### src/rtl/signed_minmax_scanner.sv
// Signed min/max scanner: walks a frame of samples through one shared signed
// comparator, tracking the minimum, the maximum and the first index of each.

// Purely combinational signed magnitude comparator.
module comparator_signed #(
    parameter int unsigned W = 8
) (
    input  logic [W-1:0] a,
    input  logic [W-1:0] b,
    output logic         lt_c,
    output logic         eq_c,
    output logic         gt_c
);

    assign lt_c = $signed(a) <  $signed(b);
    assign eq_c = (a == b);
    assign gt_c = $signed(a) >  $signed(b);

endmodule

module signed_minmax_scanner #(
    parameter  int unsigned DATA_W      = 8,
    parameter  int unsigned NUM_SAMPLES = 4,
    localparam int unsigned IDX_W       = (NUM_SAMPLES > 1) ? $clog2(NUM_SAMPLES) : 1
) (
    input  logic              clk,
    input  logic              rst_n,
    input  logic              start,
    input  logic [DATA_W-1:0] in_data,
    input  logic              in_valid,
    output logic              in_ready,
    input  logic              res_ready,
    output logic              res_valid,
    output logic [DATA_W-1:0] min_val,
    output logic [DATA_W-1:0] max_val,
    output logic [IDX_W-1:0]  min_idx,
    output logic [IDX_W-1:0]  max_idx,
    output logic              busy
);

    localparam logic [IDX_W-1:0] LAST_IDX = IDX_W'(NUM_SAMPLES - 1);

    typedef enum logic [2:0] {
        ST_IDLE,
        ST_ACCEPT,
        ST_CMP_MIN,
        ST_CMP_MAX,
        ST_DONE
    } state_t;

    state_t              state_q;
    state_t              state_d;
    logic [IDX_W-1:0]    count_q;
    logic [IDX_W-1:0]    count_d;
    logic [DATA_W-1:0]   hold_q;
    logic [DATA_W-1:0]   hold_d;
    logic [DATA_W-1:0]   min_d;
    logic [DATA_W-1:0]   max_d;
    logic [IDX_W-1:0]    min_idx_d;
    logic [IDX_W-1:0]    max_idx_d;
    logic                in_ready_d;
    logic                res_valid_d;
    logic                busy_d;

    logic [DATA_W-1:0]   cmp_b;
    logic                cmp_lt;
    logic                cmp_eq;
    logic                cmp_gt;

    // Comparator operand select: the held sample against the running min or max.
    always_comb begin
        cmp_b = (state_q == ST_CMP_MIN) ? min_val : max_val;
    end

    comparator_signed #(
        .W (DATA_W)
    ) u_cmp (
        .a    (hold_q),
        .b    (cmp_b),
        .lt_c (cmp_lt),
        .eq_c (cmp_eq),
        .gt_c (cmp_gt)
    );

    // State register.
    always_ff @(posedge clk or negedge rst_n) begin
        if (!rst_n) begin
            state_q <= ST_IDLE;
        end else begin
            state_q <= state_d;
        end
    end

    // Next-state, datapath updates and output decode of the upcoming state.
    always_comb begin
        state_d   = state_q;
        count_d   = count_q;
        hold_d    = hold_q;
        min_d     = min_val;
        max_d     = max_val;
        min_idx_d = min_idx;
        max_idx_d = max_idx;

        case (state_q)
            ST_IDLE: begin
                if (start) begin
                    state_d = ST_ACCEPT;
                    count_d = '0;
                end
            end
            ST_ACCEPT: begin
                if (in_valid) begin
                    if (count_q == '0) begin
                        min_d     = in_data;
                        max_d     = in_data;
                        min_idx_d = '0;
                        max_idx_d = '0;
                        if (count_q == LAST_IDX) begin
                            state_d = ST_DONE;
                        end else begin
                            count_d = count_q + IDX_W'(1);
                        end
                    end else begin
                        hold_d  = in_data;
                        state_d = ST_CMP_MIN;
                    end
                end
            end
            ST_CMP_MIN: begin
                // Strictly less only: ties keep the earlier index.
                if (cmp_lt && !cmp_eq) begin
                    min_d     = hold_q;
                    min_idx_d = count_q;
                end
                state_d = ST_CMP_MAX;
            end
            ST_CMP_MAX: begin
                if (cmp_gt && !cmp_eq) begin
                    max_d     = hold_q;
                    max_idx_d = count_q;
                end
                if (count_q == LAST_IDX) begin
                    state_d = ST_DONE;
                end else begin
                    count_d = count_q + IDX_W'(1);
                    state_d = ST_ACCEPT;
                end
            end
            ST_DONE: begin
                if (res_ready) begin
                    state_d = ST_IDLE;
                end
            end
            default: begin
                state_d = ST_IDLE;
            end
        endcase

        in_ready_d  = (state_d == ST_ACCEPT);
        res_valid_d = (state_d == ST_DONE);
        busy_d      = (state_d != ST_IDLE);
    end

    // Datapath and status registers; status flags track the state register exactly.
    always_ff @(posedge clk or negedge rst_n) begin
        if (!rst_n) begin
            count_q   <= '0;
            hold_q    <= '0;
            min_val   <= '0;
            max_val   <= '0;
            min_idx   <= '0;
            max_idx   <= '0;
            in_ready  <= 1'b0;
            res_valid <= 1'b0;
            busy      <= 1'b0;
        end else begin
            count_q   <= count_d;
            hold_q    <= hold_d;
            min_val   <= min_d;
            max_val   <= max_d;
            min_idx   <= min_idx_d;
            max_idx   <= max_idx_d;
            in_ready  <= in_ready_d;
            res_valid <= res_valid_d;
            busy      <= busy_d;
        end
    end

endmodule
### config.mk
export PLATFORM = sky130hd
export DESIGN_NAME = signed_minmax_scanner
export DESIGN_NICKNAME = d
export VERILOG_FILES = /design/src/rtl/signed_minmax_scanner.sv
export SDC_FILE = /design/constraint.sdc
export NUM_CORES = 1
export LEC_CHECK = 0
export CAP_MARGIN = 15
export CORE_MARGIN = 2
export CORE_UTILIZATION = 40
export CTS_BUF_LIST = sky130_fd_sc_hd__clkbuf_4
export DETAILED_ROUTE_END_ITERATION = 8
export GPL_ROUTABILITY_DRIVEN = 0
export GPL_TIMING_DRIVEN = 0
export PLACE_DENSITY = 0.66
export SLEW_MARGIN = 20
export SYNTH_ARGS = -nofsm -noshare
export SYNTH_HDL_FRONTEND = slang
export SYNTH_SLANG_ARGS = --single-unit
### constraint.sdc
create_clock -name clk -period 3.3 [get_ports clk]
set_clock_uncertainty 0.2 [all_clocks]
set_input_delay 0.495 -clock clk [delete_from_list [all_inputs] [get_ports clk]]
set_output_delay 0.495 -clock clk [all_outputs]
set_load 0.02 [all_outputs]
==> reports/metrics.cfg <==
[placement]
dp_hpwl_mm=2.995
post_dp_cell_area_mm2=0.002397
port-buffer-count=35

[finish]
most-common-layout-cells=dfrtp_1 (36), clkdlybuf4s50_1 (34), nor2_1 (25)
final_common_cell=dfrtp_1
seqCellArea_um2=900.9
finished_core_util=0.5380
insertedDiodeCount=0
multi_input_area_mm2=0.001017
layout-drive-gt1-share=0.2763
fin_area_mm2=0.002541
layout.nets=250
synthToLayoutAreaGrowth_pct=30.44
fillerInstances=424

[die]
die-area_mm2=0.005444
starting_density=0.4125
boundary_pins=36
floorplan.rows=25
core_mm2=0.004723
die_height_um=73.79
fp.dieW_um=73.79

[synth]
ys_types=34
post_synth_instance_area_mm2=0.001948
sequential_to_total_area_share_from_yosys_stat=0.4624
synth_seq_cells=36
asyncSetResetFlopFracSynth=1.000
synthesis.instances=175
synth-edff-count=0
synth_fp_nets=198
yosys_warnings=0
syn_area_per_cell_um2=11.13
ys.flop_type=dfrtp_1

[timing]
finalMaxSlewViolations=0
finalSetupViolCount=0
finalSetupTns_ns=0
worst_pin_slew_ns=0.5461
min_period_ns=3.117
fmax_mhz=320.8
timing.slew.headroom=0.6360
hold_ws_ns=0.3354
layout_worst_path_cycle_share=0.9445
timing_hold_violations_final=0

[clock_tree]
worst_setup_hold_path_clk_slew_ns=0.11
clock-root-buffer=clkbuf_4
numCtsBuffers=5
tritoncts=done
clk_latency_ns=0.34
cts_max_level=2
cts.sinks=36
cts.path.max_buffers=2

[worst_setup_path]
cp.arrival_ns=3.15
critical-path-slowest-cell=dfrtp_1
crit_chain=nor3b_2 > buf_4 > mux2i_2 > ha_1 > a21o_1 > a2111oi_4 > buf_4 > a2111oi_4 > a21boi_4 > buf_4 > mux2_2
timing.critical_path.max_delay_family=compound AO/OA/AOI/OAI gates
critical-path-top-cell-by-count=buf_4
crit_path_buffers_inverters=3
critical-path-max-stage-delay_ns=0.47
critical_path.startpoint_type=flip-flop
worst-setup-path-type=reg -> reg
endpoint_kind=flip-flop
required_ns=3.33
worstPathMaxFanout=8

[drt]
antenna_left=0
finalWirelength_mm=4.261
drt_iter0_drc=57
remaining_drc_errors=0
route.detailed.wl_per_inst_um=14.44
via_per_inst=5.034
dr.pass1.iters=4
dr_total_vias=1485

[run_status]
status=finished clean

[power_and_ir_drop]
netSwitchingFraction=0.4063
share_comb_of_total_power=0.591
power_frac_clock=0.094
total_leakage_power_uw=0.001104
internal_dissipation_uw=1524
switchingPower_uw=1043
fin_total_pwr_uw=2567
power_density_mw_per_mm2=1010
seqPwrFrac=0.315
power.ir.vdd_worst_mv=0.4037

[global_route]
grt_pass1_wl_mm=7.258
grt_usage=0.1788
first_global_vias=1540
grt_antenna_before_repair=0
overflow=0
grt_max_degree=25

[run]
max_cap_violations=0

[min_path]
min-delay-path-class=reg -> reg

==> what timing repair did <==
action / 4_1_cts / 5_1_grt
pin swaps: 2 / 2
resized for setup: 2 / 3
hold buffers: 1 / 0
endpoints found under the hold margin: 12 / 0
endpoints found under the setup margin: 16 / 18
setup buffers: 3 / 5
==> layer usage <==
| metal | GRT usage | part of all wire | vias up |
|---|---|---|---|
| met2 | 0.3026 | 0.50 | 33 |
| met1 | 0.2259 | 0.44 | 720 |
| met4 | 0.06061 | 0.011 | 0 |
| met5 | 0 | 0 | - |
| li1 | - | - | 727 |
| met3 | 0.03704 | 0.041 | 5 |
==> synth_stat cells, types with 2 or more instances <==
library cell   n  share of area
nand4_1        2         0.0064
inv_1          4         0.0077
nand3b_1       2         0.0077
o21ai_0        3         0.0077
clkbuf_1       2         0.0039
ha_1          10          0.064
mux2_2        16          0.092
or2_2          9          0.029
buf_2          4          0.010
a21oi_1        5          0.013
mux2i_1       13          0.067
a21o_1         2         0.0077
nor2b_1        3         0.0096
a2111oi_4      2          0.028
dfrtp_1       36           0.46
o221a_2        8          0.046
nand2_1       13          0.025
nor2_1        25          0.048
==> sequential cells by signal (all words and copies together), names as in the netlist <==
name	flops
hold_q	8
max_val	8
min_val	8
state_q	3
count_q	2
max_idx	2
min_idx	2
busy	1
in_ready	1
res_valid	1
==> per-stage QoR <==
stage	cells	setup WS (ns)
2_1_floorplan	175	0.2199
3_3_place_gp	277	-0.1974
3_5_place_dp	278	-0.1873
4_1_cts	290	0.02240
5_1_grt	295	-0.04375
6_report	295	0.1831
==> power groups by stage <==
stage                     sequential, uW  clock, uW  combinational, uW
after global placement               813          0               1430
after global routing                 841        272               1670
after floorplan                      942          0                838
after CTS                            806        251               1490
after detailed placement             815          0               1450
final                                808        241               1520
==> area by class of cell <==
cell class | instances | area share
inverters | 4 | 0.005908
well taps | 67 | 0.03299
flip-flops and latches | 36 | 0.3545
clock buffers | 7 | 0.02068
plain buffers | 6 | 0.01280
clock inverters | 1 | 0.001477
repair buffers | 45 | 0.1713
multi-input cells | 129 | 0.4003
==> logic make-up after synthesis <==
family / after synthesis / share of synthesized area
AND/OR/NAND/NOR: 63 / 0.1586
flip-flops: 36 / 0.4624
multiplexers: 29 / 0.1593
AO/OA/AOI/OAI: 27 / 0.1336
buffers and inverters: 10 / 0.02184
adder cells (fa/ha/maj): 10 / 0.06423
==> worst paths after layout <==
check	startpoint	to	slack (ns)	cells after the start
max	state_q[0]	max_val[7]	0.18	11
min	max_val[4]	max_val[4]	0.34	1
max in group asynchronous	rst_n	max_val[7]	2.09	3
min reg2reg	max_val[4]	max_val[4]	0.34	1
min in group asynchronous	rst_n	min_val[1]	0.38	2
max reg2reg	state_q[0]	max_val[7]	0.18	11
Note: power is estimated with default switching activity, not from simulation.
